[src/rtl/cordic_pkg.sv]
// Shared constants and types for the CORDIC inter-stage skid register.
package cordic_pkg;

    localparam int unsigned CORDIC_WORD_LENGTH = 21;
    localparam int unsigned CORDIC_TAG_WIDTH   = 5;

    // Occupancy encoding doubles as the occupancy_o value.
    typedef enum logic [1:0] {
        ST_EMPTY = 2'd0,
        ST_ONE   = 2'd1,
        ST_TWO   = 2'd2
    } cordic_state_e;

    typedef struct packed {
        logic signed [CORDIC_WORD_LENGTH-1:0] x;
        logic signed [CORDIC_WORD_LENGTH-1:0] y;
        logic signed [CORDIC_WORD_LENGTH-1:0] z;
        logic [CORDIC_TAG_WIDTH-1:0]          tag;
    } cordic_entry_t;

    localparam int unsigned CORDIC_ENTRY_WIDTH = $bits(cordic_entry_t);

endpackage

[src/rtl/cordic_entry_reg.sv]
// Load-enabled storage register for one {x,y,z,tag} entry, synchronous reset to a fill value.
module cordic_entry_reg #(
    parameter int unsigned WIDTH      = 68,
    parameter bit          RESET_DATA = 1'b0
) (
    input  logic             clk,
    input  logic             rst,
    input  logic             load_i,
    input  logic [WIDTH-1:0] d_i,
    output logic [WIDTH-1:0] q_o
);

    logic [WIDTH-1:0] data_q;

    always_ff @(posedge clk) begin
        if (rst) begin
            data_q <= {WIDTH{RESET_DATA}};
        end else if (load_i) begin
            data_q <= d_i;
        end
    end

    assign q_o = data_q;

endmodule

[src/rtl/cordic_skid_reg.sv]
// CORDIC inter-stage register with valid/ready handshake and a 2-entry skid buffer.
module cordic_skid_reg
    import cordic_pkg::*;
#(
    parameter int unsigned WORD_LENGTH = CORDIC_WORD_LENGTH,
    parameter int unsigned TAG_WIDTH   = CORDIC_TAG_WIDTH,
    parameter bit          RESET_DATA  = 1'b0
) (
    input  logic                   clk,
    input  logic                   rst,
    input  logic                   flush,
    input  logic                   valid_i,
    output logic                   ready_o,
    input  logic [WORD_LENGTH-1:0] x_i,
    input  logic [WORD_LENGTH-1:0] y_i,
    input  logic [WORD_LENGTH-1:0] z_i,
    input  logic [TAG_WIDTH-1:0]   tag_i,
    output logic                   valid_o,
    input  logic                   ready_i,
    output logic [WORD_LENGTH-1:0] x_o,
    output logic [WORD_LENGTH-1:0] y_o,
    output logic [WORD_LENGTH-1:0] z_o,
    output logic [TAG_WIDTH-1:0]   tag_o,
    output logic [1:0]             occupancy_o
);

    // Same layout as cordic_entry_t, sized by this instance's parameters.
    typedef struct packed {
        logic [WORD_LENGTH-1:0] x;
        logic [WORD_LENGTH-1:0] y;
        logic [WORD_LENGTH-1:0] z;
        logic [TAG_WIDTH-1:0]   tag;
    } entry_t;

    localparam int unsigned EntryWidth = $bits(entry_t);

    cordic_state_e state_q, state_d;

    entry_t in_entry;
    entry_t main_q, main_d;
    entry_t skid_q;

    logic ready;
    logic valid;
    logic in_fire;
    logic out_fire;
    logic main_load;
    logic skid_load;
    logic main_from_skid;

    // Handshake outputs depend on registered state only.
    assign ready    = (state_q != ST_TWO);
    assign valid    = (state_q != ST_EMPTY);
    assign in_fire  = valid_i & ready;
    assign out_fire = valid & ready_i;

    assign in_entry = '{x: x_i, y: y_i, z: z_i, tag: tag_i};

    always_comb begin
        state_d        = state_q;
        main_load      = 1'b0;
        skid_load      = 1'b0;
        main_from_skid = 1'b0;

        if (flush) begin
            state_d = ST_EMPTY;
        end else begin
            unique case (state_q)
                ST_EMPTY: begin
                    if (in_fire) begin
                        state_d   = ST_ONE;
                        main_load = 1'b1;
                    end
                end
                ST_ONE: begin
                    if (in_fire && out_fire) begin
                        main_load = 1'b1;
                    end else if (in_fire) begin
                        state_d   = ST_TWO;
                        skid_load = 1'b1;
                    end else if (out_fire) begin
                        state_d = ST_EMPTY;
                    end
                end
                ST_TWO: begin
                    if (out_fire) begin
                        state_d        = ST_ONE;
                        main_load      = 1'b1;
                        main_from_skid = 1'b1;
                    end
                end
                default: state_d = ST_EMPTY;
            endcase
        end
    end

    assign main_d = main_from_skid ? skid_q : in_entry;

    always_ff @(posedge clk) begin
        if (rst) begin
            state_q <= ST_EMPTY;
        end else begin
            state_q <= state_d;
        end
    end

    cordic_entry_reg #(
        .WIDTH      (EntryWidth),
        .RESET_DATA (RESET_DATA)
    ) u_main_reg (
        .clk    (clk),
        .rst    (rst),
        .load_i (main_load),
        .d_i    (main_d),
        .q_o    (main_q)
    );

    cordic_entry_reg #(
        .WIDTH      (EntryWidth),
        .RESET_DATA (RESET_DATA)
    ) u_skid_reg (
        .clk    (clk),
        .rst    (rst),
        .load_i (skid_load),
        .d_i    (in_entry),
        .q_o    (skid_q)
    );

    assign ready_o     = ready;
    assign valid_o     = valid;
    assign occupancy_o = state_q;
    assign x_o         = main_q.x;
    assign y_o         = main_q.y;
    assign z_o         = main_q.z;
    assign tag_o       = main_q.tag;

endmodule

[config.mk]
export PLATFORM = sky130hd
export DESIGN_NAME = cordic_skid_reg
export DESIGN_NICKNAME = d
export VERILOG_FILES = /design/src/rtl/cordic_pkg.sv /design/src/rtl/cordic_entry_reg.sv /design/src/rtl/cordic_skid_reg.sv
export SDC_FILE = /design/constraint.sdc
export NUM_CORES = 1
export LEC_CHECK = 0
export ABC_AREA = 1
export CORE_MARGIN = 1.5
export CORE_UTILIZATION = 54
export CTS_BUF_LIST = sky130_fd_sc_hd__clkbuf_8 sky130_fd_sc_hd__clkbuf_16
export DETAILED_ROUTE_END_ITERATION = 6
export PLACE_DENSITY = 0.85
export RECOVER_POWER = 25
export SYNTH_ARGS = -nofsm -noshare
export SYNTH_HDL_FRONTEND = slang
export SYNTH_SLANG_ARGS = --single-unit
[constraint.sdc]
create_clock -name clk -period 2.35 [get_ports clk]
set_clock_uncertainty 0.05 [all_clocks]
set_input_delay 0.3525 -clock clk [delete_from_list [all_inputs] [get_ports clk]]
set_output_delay 0.3525 -clock clk [all_outputs]
set_load 0.01 [all_outputs]
==> metrics, run 1 <==
status finished clean; Synth Area per Inst 6.36 sq um; PortBufs 144; drt pass-1 iters 7; LEAKAGE 3.89 nW; Slew headroom 32.1%; Util after Layout 73.8%; Setup TNS 0 ps; number of synthesized flops with an enable pin 0; post-synth top area share 44.4%; Psw 0.00144 W; H-tree Lvls 4; ANT cells 0; post-route ant nets 0; endpoints failing hold 0; first-pass GRT wire length 24,900 microns; ys flop type dfxtp_1; first-iteration detailed-routing DRC count 467; DP Wirelength 9230 microns; Num CTS Buffers 17; die area 0.0122 sq mm; core area 0.0113 sq mm; fill count 923; internal cell power 0.00477 W; fin crit share 84.3%; Final min period 1980 ps; # clock sinks 138; total power 0.00621 W; Post-Syn Nets 1,051; count of cell types in the netlist 19; power density over the cells 743 mW/mm^2; number of global-route vias before repair 5,436; mapped cell area 0.00622 sq mm; setup bufs post-CTS 0; CP required 1950 ps; Cell Rows 39; Flop pwr share 40.3%; Layout area overhead 34.4%; Setup violations, final 0; CP Capture Type output pin; post-route cell area 0.00835 sq mm; ys async rst share 0%; synth warn 0; RD Place Congestion 0.816; CTS Hold Bufs 0; GRT overflow 0; CP Launch Type flip-flop; CP Class reg -> out; critical path fanouts, max 5; share of layout cells above drive strength 1 5.25%; cells after synthesis 978; Residual DRC 0; Slew Limit Fails 0; Net count, final 1,165; register area share after synthesis 44.4%; RSZ-0062 raised after global routing false; worst hold path type reg -> reg; combinational share of power 12.7%; Least-Margin Pin Slew 1020 ps; Root Buffer Master clkbuf_16; highest clock rate 0.504 GHz; placed inst area 0.00770 sq mm; total track usage 26.1%; Peak VDD IR 0.462 mV; DR WL/cell 12.3 microns; Synth area leaders dfxtp_1 (44%), nand2_1 (17%), nor2_1 (16%), nand3_1 (5.6%), o21ai_0 (5.2%); max-cap violation count 0; FF+latch count, synth 138; top cells by count, synth nand2_1 (279), nor2_1 (273), dfxtp_1 (138); Hold WS 431 ps; Starting Density 54.9%; count leader, synth nand2_1; clock slew at reported path FFs 60 ps; initial antenna violation count 0; die width 110 microns; I/O pin total 145; chip height 110 microns; Switching Fraction 23.1%; vias 6,140; Resized Gates After CTS 0; DR vias/cell 4.92; largest net degree at the start of global routing 69; leading area contributor after synthesis dfxtp_1; CTS tree yes; Worst EP arrival 1580 ps; Clock Power Share 47.0%; Worst-Skew Late Latency 420 ps; CTS max path bufs 2; final WL 15,300 microns
-- sequential cells by signal, indices dropped and copies added (netlist names) --
| signal | cells |
|---|---|
| u_main_reg.q_o | 68 |
| u_skid_reg.q_o | 68 |
| occupancy_o | 2 |
-- final timing paths --
path / startpoint / end / slack, ps / cells after the start
setup / recovery: occupancy_o[0]$_SDFFE_PP0P_ / valid_o / 370 / 3
hold / removal: u_skid_reg.q_o[7]$_SDFFE_PP0P_ / u_skid_reg.q_o[7]$_SDFFE_PP0P_ / 430 / 2
setup reg to reg: occupancy_o[0]$_SDFFE_PP0P_ / u_main_reg.q_o[20]$_SDFFE_PP0P_ / 600 / 9
hold reg to reg: u_skid_reg.q_o[7]$_SDFFE_PP0P_ / u_skid_reg.q_o[7]$_SDFFE_PP0P_ / 430 / 2
-- cell usage in the layout (no fill, tap or decap) --
| cell | netlist | final |
|---|---|---|
| a21oi_1 | 3 | 3 |
| inv_1 | 71 | 72 |
| clkinv_2 | 0 | 3 |
| clkinvlp_4 | 0 | 4 |
| o21ai_0 | 64 | 68 |
| nand2_1 | 279 | 279 |
| clkdlybuf4s50_1 | 0 | 143 |
| clkbuf_16 | 0 | 17 |
| nor3_1 | 1 | 1 |
| nand4_2 | 1 | 1 |
| dfxtp_1 | 138 | 138 |
| buf_12 | 0 | 6 |
| dlygate4sd3_1 | 0 | 1 |
| nand2_2 | 3 | 3 |
| bufinv_16 | 0 | 5 |
| nand3_4 | 0 | 1 |
| nor2_1 | 273 | 273 |
| inv_2 | 5 | 5 |
| nor2_4 | 1 | 1 |
| nand4_1 | 1 | 1 |
| nand3_1 | 69 | 68 |
| buf_4 | 9 | 10 |
| clkbuf_8 | 0 | 2 |
-- final cells by class --
| type | instances | area (sq um) | area share (%) |
|---|---|---|---|
| inverter | 76 | 285 | 3.41 |
| sequential | 138 | 2760 | 33.1 |
| tap | 143 | 179 | 2.14 |
| multi-input combinational | 699 | 2840 | 34.0 |
| timing repair buffer | 160 | 1640 | 19.6 |
| clock inverter | 13 | 199 | 2.38 |
| clock buffer | 19 | 453 | 5.42 |
-- through the flow --
step / cells / worst slack (ps)
after CTS: 1248 / 368
after floorplan: 978 / 945
after global placement: 1216 / 431
after detailed placement: 1216 / 388
final: 1248 / 368
after global routing: 1248 / 326
-- kinds of logic after synthesis --
kind of cell	synth area share, %
buffers and inverters	10.1
flip-flops	44.4
AO/OA/AOI/OAI	5.72
AND/OR/NAND/NOR	39.7
-- routing by layer --
layer  global-route usage (%)  up-vias  wire (microns)
met5                        0        -               0
met4                     10.8        0             317
met1                     32.9     2715            6780
met3                     5.35       27             998
li1                         -     3195               -
met2                     43.4      203            7250
-- critical path, stage by stage, from the launching register on --
cell             delay, ps
dfxtp_1                430
inv_2                   70
nand2_2                100
clkdlybuf4s50_1        570
-- power by group through the flow --
stage	Combinational (W)	Sequential, W	Clock, W
2_1_floorplan	0.000359	0.00259	0
3_3_place_gp	0.000774	0.00255	0
3_5_place_dp	0.000783	0.00255	0
4_1_cts	0.000794	0.00250	0.00295
5_1_grt	0.000882	0.00251	0.00307
6_report	0.000791	0.00250	0.00292
No activity file was read; power rests on OpenSTA's default activity.
==> run 2: changes to the inputs <==
--- a/config.mk
+++ b/config.mk
@@ -7,10 +7,10 @@
 export LEC_CHECK = 0
 export ABC_AREA = 1
 export CORE_MARGIN = 1.5
-export CORE_UTILIZATION = 54
+export CORE_UTILIZATION = 45
 export CTS_BUF_LIST = sky130_fd_sc_hd__clkbuf_8 sky130_fd_sc_hd__clkbuf_16
 export DETAILED_ROUTE_END_ITERATION = 6
-export PLACE_DENSITY = 0.85
+export PLACE_DENSITY = 0.76
 export RECOVER_POWER = 25
 export SYNTH_ARGS = -nofsm -noshare
 export SYNTH_HDL_FRONTEND = slang
==> constraint.sdc (replaced) <==
create_clock -name clk -period 1.8 [get_ports clk]
set_clock_uncertainty 0.05 [all_clocks]
set_input_delay 0.27 -clock clk [delete_from_list [all_inputs] [get_ports clk]]
set_output_delay 0.27 -clock clk [all_outputs]
set_load 0.01 [all_outputs]
==> metrics, run 2 (synthesis results as in run 1) <==
Clock Power Share 44.7%; Num CTS Buffers 17; CTS Hold Bufs 0; setup bufs post-CTS 0; total track usage 21.7%; post-route ant nets 0; final WL 15,500 microns; critical path's slowest cell clkdlybuf4s50_1; die width 121 microns; RSZ-0062 raised after global routing false; Root Buffer Master clkbuf_16; fill count 1,268; Slew headroom 53.8%; Residual DRC 0; H-tree Lvls 4; CP required 1480 ps; Worst EP arrival 1380 ps; I/O pin total 145; Worst Hold End occupancy_o[1]$_SDFFE_PP0P_; Setup TNS 0 ps; Cells after DPL 1,252; gr busiest metal met2; grt met2 use 35.5%; Layout Cells excl Fill 1,284; worst hold path type reg -> reg; CTS tree yes; ANT cells 0; # clock sinks 138; CP Capture Type output pin; Switching Fraction 23.8%; share of layout cells above drive strength 1 5.32%; vias 6,018; hold_sp occupancy_o[0]$_SDFFE_PP0P_; fin crit share 94.4%; PortBufs 144; first-iteration detailed-routing DRC count 430; reg-to-reg setup timing slack 230 ps; Flop pwr share 42.0%; power density over the cells 926 mW/mm^2; Starting Density 46.6%; CP Launch Type flip-flop; number of global-route vias before repair 5,397; Slowest Stage Delay on Critical Path 580 ps; Peak VDD IR 0.622 mV; critical path fanouts, max 5; CP Class reg -> out; highest clock rate 0.588 GHz; total power 0.00779 W; die area 0.0145 sq mm; Reg-to-Reg Start occupancy_o[1]$_SDFFE_PP0P_; Layout area overhead 35.3%; combinational share of power 13.3%; largest net degree at the start of global routing 71; core area 0.0133 sq mm; Psw 0.00185 W; global-route met1 utilization 27.7%; Worst-Skew Late Latency 420 ps; endpoints failing hold 0; WHS Path Cells 1; CTS max path bufs 2; most common cell after layout, fill and taps aside nand2_1; met3 usage 5.05%; drt pass-1 iters 5; cell chain of the critical path clkdlybuf4s50_1; Final min period 1700 ps; DR WL/cell 12.1 microns; CP Buf/Inv Count 1; initial antenna violation count 0; DR vias/cell 4.69; max-cap violation count 0; internal cell power 0.00593 W; Slew Limit Fails 0; Net count, final 1,168; RD Place Congestion 0.792; CP top delay family buffers and inverters; chip height 121 microns; DP Wirelength 9550 microns; Register-to-Register Path Depth 6; status finished clean; clock slew at reported path FFs 60 ps; Setup violations, final 0; first-pass GRT wire length 25,300 microns; most frequent cells in the layout nand2_1 (279), nor2_1 (273), clkdlybuf4s50_1 (141); Least-Margin Pin Slew 693 ps; RR Endpoint u_skid_reg.q_o[11]$_SDFFE_PP0P_; Cell Rows 42; GRT overflow 0; LEAKAGE 3.91 nW
run 2: repair_timing:
item	in CTS	in global routing
endpoints found under the hold margin	0	0
resized for setup	4	0
endpoints found under the setup margin	2	0
run 2: worst max path at each step:
stage,start,endpoint,cells past startpoint
5_1_grt,valid_i,u_skid_reg.q_o[51]$_SDFFE_PP0P_,8
6_report,occupancy_o[1]$_SDFFE_PP0P_,occupancy_o[1],1
4_1_cts,occupancy_o[1]$_SDFFE_PP0P_,occupancy_o[1],1
3_5_place_dp,ready_i,u_main_reg.q_o[14]$_SDFFE_PP0P_,9
2_1_floorplan,occupancy_o[1]$_SDFFE_PP0P_,u_main_reg.q_o[24]$_SDFFE_PP0P_,9
3_3_place_gp,valid_i,u_skid_reg.q_o[10]$_SDFFE_PP0P_,7
run 2: routing by layer:
metal | up-vias | wire, microns | share of wire, %
met5 | - | 0 | 0
met4 | 0 | 294 | 1.9
met3 | 23 | 795 | 5.1
met2 | 147 | 7210 | 46
met1 | 2651 | 7230 | 47
li1 | 3197 | - | -
run 2: area by class of cell:
class / instances / area [sq um] / area share, %
Multi-Input combinational cell: 699 / 2830 / 33.7
Tap cell: 176 / 220 / 2.62
Timing Repair Buffer: 163 / 1720 / 20.4
Sequential cell: 138 / 2770 / 32.9
Clock buffer: 19 / 453 / 5.39
Clock inverter: 13 / 135 / 1.61
Inverter: 76 / 287 / 3.41
run 2: power groups by stage:
stage | clock, W | combinational (W) | sequential, W
global route | 0.00369 | 0.00116 | 0.00328
floorplan | 0 | 0.000469 | 0.00338
detailed placement | 0 | 0.00104 | 0.00333
CTS | 0.00354 | 0.00105 | 0.00327
global placement | 0 | 0.00103 | 0.00333
finish | 0.00348 | 0.00104 | 0.00327
run 2: through the flow:
step | hold slack [ps] | cell area (sq um) | setup slack (ps) | util [%]
2_1_floorplan | 369 | 6220 | 395 | -
3_3_place_gp | 413 | 7860 | 2.01 | 58.8
3_5_place_dp | 422 | 7860 | -23.5 | 58.8
4_1_cts | 412 | 8440 | 80.0 | 63.3
5_1_grt | 449 | 8410 | 36.7 | 63.0
6_report | 425 | 8410 | 100 | 63.0
==> run 3: changes to the inputs <==
--- a/config.mk
+++ b/config.mk
@@ -6,7 +6,7 @@
 export NUM_CORES = 1
 export LEC_CHECK = 0
 export ABC_AREA = 1
-export CORE_MARGIN = 1.5
+export CORE_MARGIN = 2
 export CORE_UTILIZATION = 45
 export CTS_BUF_LIST = sky130_fd_sc_hd__clkbuf_8 sky130_fd_sc_hd__clkbuf_16
 export DETAILED_ROUTE_END_ITERATION = 6
@@ -15,3 +15,4 @@
 export SYNTH_ARGS = -nofsm -noshare
 export SYNTH_HDL_FRONTEND = slang
 export SYNTH_SLANG_ARGS = --single-unit
+export TNS_END_PERCENT = 10
==> metrics, run 3 (synthesis results as in run 1) <==
status finished clean; CP top delay family buffers and inverters; die area 0.0148 sq mm; PortBufs 144; max-cap violation count 0; Worst-Skew Late Latency 410 ps; CTS max path bufs 2; core area 0.0133 sq mm; largest net degree at the start of global routing 65; Flop pwr share 44.3%; clock slew at reported path FFs 50 ps; RSZ-0062 raised after global routing false; critical path fanouts, max 2; combinational share of power 13.9%; ANT cells 0; endpoints failing hold 0; Slew headroom 47.4%; Util after Layout 62.6%; drt pass-1 iters 4; worst hold path type reg -> reg; share of layout cells above drive strength 1 4.88%; CTS tree yes; Cell Rows 42; Num CTS Buffers 17; pre-CTS setup slack -1.12 ps; Slew Limit Fails 0; RD Place Congestion 0.808; Slowest Stage Delay on Critical Path 550 ps; highest clock rate 0.603 GHz; vias 5,992; GRT overflow 0; setup bufs post-CTS 0; first-iteration detailed-routing DRC count 403; Starting Density 46.6%; Root Buffer Master clkbuf_16; DP Wirelength 9530 microns; first-pass GRT wire length 25,300 microns; final WL 15,400 microns; Layout Cells excl Fill 1,283; LEAKAGE 3.90 nW; Setup violations, final 0; internal cell power 0.00561 W; total track usage 21.2%; post-route ant nets 0; # clock sinks 138; DR vias/cell 4.67; Layout area overhead 34.4%; CP Launch Type flip-flop; Cells after DPL 1,253; cell chain of the critical path clkdlybuf4s50_1; CP Buf/Inv Count 1; CP Capture Type output pin; Switching Fraction 24.0%; power density over the cells 884 mW/mm^2; critical path's slowest cell clkdlybuf4s50_1; CTS Hold Bufs 0; Psw 0.00177 W; DR WL/cell 12.0 microns; H-tree Lvls 4; Final Worst Setup Slack 143 ps; Net count, final 1,169; Peak VDD IR 0.575 mV; CP Class reg -> out; Worst EP arrival 1340 ps; Residual DRC 0; chip height 122 microns; I/O pin total 145; most common cell after layout, fill and taps aside nand2_1; die width 122 microns; CP required 1480 ps; fin crit share 92.1%; Setup TNS 0 ps; Clock Power Share 41.8%; Least-Margin Pin Slew 790 ps; most frequent cells in the layout nand2_1 (279), nor2_1 (274), clkdlybuf4s50_1 (142); initial antenna violation count 0; number of global-route vias before repair 5,269; Final min period 1660 ps; fill count 1,257
==> run 3: cell count changes in the layout (fill, tap and decap cells not counted), sizes merged <==
cell / previous run / this run
buf: 16 / 20
bufinv: 3 / 0
clkdlybuf4s50: 141 / 142
clkinv: 6 / 3
clkinvlp: 1 / 0
dlygate4sd2: 2 / 1
dlygate4sd3: 1 / 0
dlymetal6s2s: 0 / 1
inv: 79 / 81
==> run 3: layout make-up <==
| cell class | count | area (sq um) | share of cell area, % |
|---|---|---|---|
| clock buffers | 22 | 494 | 5.92 |
| multi-input cells | 699 | 2830 | 33.8 |
| flip-flops and latches | 138 | 2770 | 33.1 |
| repair buffers | 164 | 1730 | 20.7 |
| inverters | 76 | 287 | 3.43 |
| well taps | 176 | 220 | 2.64 |
| clock inverters | 8 | 32.5 | 0.389 |
==> run 3: timing repair <==
action / CTS / global route
gates cloned: 0 / 0
setup endpoints to repair: 2 / 1
gates resized for setup: 4 / 1
==> run 3: layer usage <==
layer	vias to the layer above	share of wire, %	global-route usage [%]
li1	3197	-	-
met1	2632	48	28.6
met2	147	45	33.7
met3	16	5.0	4.68
met4	0	1.4	7.54
met5	-	0	0
==> run 3: worst register-to-register path, stage by stage (launching register included) <==
cell	delay, ps
dfxtp_2	340
nor2_1	130
nand4_1	210
inv_1	310
buf_12	220
nor2_1	60
nor2_1	100
==> run 3: metrics by stage <==
stage	hold WS [ps]	area (sq um)	power [W]
4_1_cts	432	8390	0.00746
6_report	418	8350	0.00738
3_5_place_dp	422	7860	0.00436
2_1_floorplan	369	6220	0.00385
3_3_place_gp	412	7860	0.00436
5_1_grt	433	8350	0.00772
==> run 3: path summary, 6_finish.rpt <==
kind	slack (ps)	startpoint	to	cells after the start
setup / recovery	140	u_main_reg.q_o[3]$_SDFFE_PP0P_	tag_o[3]	1
hold / removal	420	occupancy_o[0]$_SDFFE_PP0P_	occupancy_o[1]$_SDFFE_PP0P_	1
setup reg to reg	310	occupancy_o[1]$_SDFFE_PP0P_	u_skid_reg.q_o[30]$_SDFFE_PP0P_	6
hold reg to reg	420	occupancy_o[0]$_SDFFE_PP0P_	occupancy_o[1]$_SDFFE_PP0P_	1
==> run 3: power groups by stage <==
| stage | clock [W] | combinational [W] | sequential, W |
|---|---|---|---|
| after floorplan | 0 | 0.000469 | 0.00338 |
| after global placement | 0 | 0.00103 | 0.00333 |
| after detailed placement | 0 | 0.00103 | 0.00333 |
| after CTS | 0.00315 | 0.00104 | 0.00327 |
| after global routing | 0.00329 | 0.00115 | 0.00328 |
| final | 0.00309 | 0.00103 | 0.00327 |
==> edit, RTL diff (flow settings as in run 3) <==
Make the reset (`rst`) asynchronous in 2 clocked blocks. Comments in the files are not updated.
--- a/src/rtl/cordic_entry_reg.sv
+++ b/src/rtl/cordic_entry_reg.sv
@@ -14,3 +14,3 @@
 
-    always_ff @(posedge clk) begin
+    always_ff @(posedge clk or posedge rst) begin
         if (rst) begin
--- a/src/rtl/cordic_skid_reg.sv
+++ b/src/rtl/cordic_skid_reg.sv
@@ -98,3 +98,3 @@
 
-    always_ff @(posedge clk) begin
+    always_ff @(posedge clk or posedge rst) begin
         if (rst) begin
Check against the original RTL: differs if rst is asserted again (counterexample within 4 cycles, from zero or initial values and one cycle with rst high); with rst held inactive, the same outputs for 4 cycles.
==> edit against run 3 <==
Cell area decreased by 0.94%; worst setup slack got worse by 42 ps; count of clock-buffer cells in the layout decreased by 2; die area decreased by 1.5%; sequential share of layout area increased by 8.6 points; hold slack got worse by 39 ps; routed wire length decreased by 8.2%; fmax decreased by 2.5%; critical path type unchanged; sequential cell count unchanged; non-clock buffer count increased by 3; final cell count decreased by 15%; area after synthesis decreased by 1.5%.
Power is not compared: it rests on default switching activity, and its combinational part moved more than twofold at a synthesized area within 25%.
==> edit: results (changes against run 3) <==
* Status: completed
* Slowest cell delay on critical path at 550 ps (about the same)
* Routed wire length at 14.1 mm (-8.2%)
* Synth area leaders: dfrtp_1, nand2_1, o21ai_0
* Worst hold path type: in -> async
* Post-place setup slack at 6.88 ps (+8.00 ps)
* Pins Over Slew Limit at 0 (unchanged)
* P_leak at 4.12 nW
* Nets at 974 (-17%)
* Root buf cell: clkbuf_16
* Fillers at 1167 (-7.2%)
* FF-to-FF path depth at 8 (+2)
* Cells after Synth at 757 (-23%)
* First-pass iteration count of the detailed router at 5 (+1)
* R2R setup slack at 200 ps (-110 ps)
* Synthesized Nets at 830 (-21%)
* RD Place Congestion at 0.803 (-0.68%)
* Worst Path Arrival at 1380 ps (+40 ps)
* CTS buffer count at 17 (unchanged)
* Detail Placement HPWL at 9.22 mm (-3.2%)
* Placed Area at 0.00780 mm2 (-0.76%)
* Crit-path max FO at 5 (+3)
* Hold_ws at 379 ps (-39.1 ps)
* Antenna violations before repair at 0 (unchanged)
* Worst reg2reg path startpoint: occupancy_o[0]
* Worst slew pin tran at 818 ps (+27.9 ps)
* Tot GR Track Use at 20.2% (-1.1 points)
* DR iter-0 viols at 357 (-11%)
* Wire per inst at 13.0 um (+8.3%)
* Crit path max-delay family: buffers and inverters
* Buffers on Ports at 144 (unchanged)
* Post-synthesis sequential area ratio at 56.4% (+12 points)
* Crit path to: occupancy_o[1]
* Largest net degree at the start of global routing at 73 (+12%)
* R2R Path End: u_main_reg.q_o[62]
* Syn. warnings at 0 (unchanged)
* Clk slew on worst S/H paths at 50 ps (about the same)
* Setup crit start: occupancy_o[1]
* # placed instances at 1056 (-16%)
* N_diodes at 0 (unchanged)
* Top_reg_cell synth: dfrtp_1
* Distinct cells, synth at 21 (+2)
* Maximum vdd drop at 0.000689 V
* Max-cap violations at 0 (unchanged)
* First-pass GRT wire length at 23.2 mm (-8.3%)
* Final worst slack at 101 ps (-41.9 ps)
* Via count at 5158 (-14%)
* H-Tree Depth at 4 (unchanged)
* CP max stage cell: clkdlybuf4s50_1
* Skew-Pair Late Insertion Delay at 410 ps (about the same)
* Maximum clock path buffer count at 2 (unchanged)
* Share of layout cells above drive strength 1 at 6.91% (+2.0 points)
* Post-synthesis async set-or-reset flop share at 100% (+100 points)
* Number of global-route vias before repair at 4773 (-9.4%)
* Commonest cells post-synth: nand2_1, dfrtp_1, o21ai_0
edit: cell types whose count changed in the layout (fill, tap and decap cells not counted), moves of 29 or more:
| cell | before | now |
|---|---|---|
| nor2_1 | 274 | 1 |
| o21ai_1 | 4 | 43 |
| nand2_1 | 279 | 351 |
| nand3_1 | 68 | 3 |
| dfxtp_1 | 136 | 0 |
| dfrtp_1 | 0 | 136 |
| o21ai_0 | 64 | 93 |
edit: logic make-up after synthesis:
logic type	synth area share (%)
AND/OR/NAND/NOR	23.0
flip-flops	56.4
AO/OA/AOI/OAI	11.3
buffers and inverters	9.30
edit: worst min-delay path by stage:
stage                               endpoint               start  cells past startpoint
after floorplan            u_skid_reg.q_o[0]            tag_i[0]                      2
after global placement    u_main_reg.q_o[15]  u_main_reg.q_o[15]                      2
after detailed placement  u_main_reg.q_o[30]  u_main_reg.q_o[30]                      2
after CTS                  u_skid_reg.q_o[1]                 rst                      2
after global routing       u_skid_reg.q_o[5]              z_i[0]                      3
final                         occupancy_o[0]                 rst                      2
edit: cell type report:
class / instances / area, um2 / area share (%)
clock buffer: 20 / 467 / 5.64
clock inverter: 10 / 80.1 / 0.968
inverter: 76 / 287 / 3.46
multi-input combinational: 501 / 2100 / 25.4
sequential: 138 / 3460 / 41.8
tap: 176 / 220 / 2.66
timing repair buffer: 167 / 1670 / 20.1
edit: routing by layer:
layer  vias up  GRT usage, %  wire [um]
li1       2614             -          -
met1      2343          27.3       6490
met2       182          30.5       6320
met3        19          6.08       1070
met4         0          7.63        231
met5         -             0          0
edit: power by group through the flow:
stage / Combinational, mW / Clock, mW / Sequential, mW
final: 2.86 / 3.22 / 4.68
after global routing: 3.19 / 3.44 / 4.80
after CTS: 2.92 / 3.29 / 4.69
after detailed placement: 2.88 / 0 / 4.73
after global placement: 2.81 / 0 / 4.69
after floorplan: 1.31 / 0 / 4.85
edit: repair_timing:
| item | 4_1_cts | 5_1_grt |
|---|---|---|
| setup endpoints to repair | 4 | 0 |
| resized for setup | 4 | 0 |
| setup buffers | 2 | 0 |
edit: metrics by stage:
step | util, % | power (mW)
3_5_place_dp | 58.9 | 7.60
4_1_cts | 63.1 | 10.9
6_report | 62.5 | 10.8
2_1_floorplan | - | 6.16
5_1_grt | 62.5 | 11.4
3_3_place_gp | 58.9 | 7.49
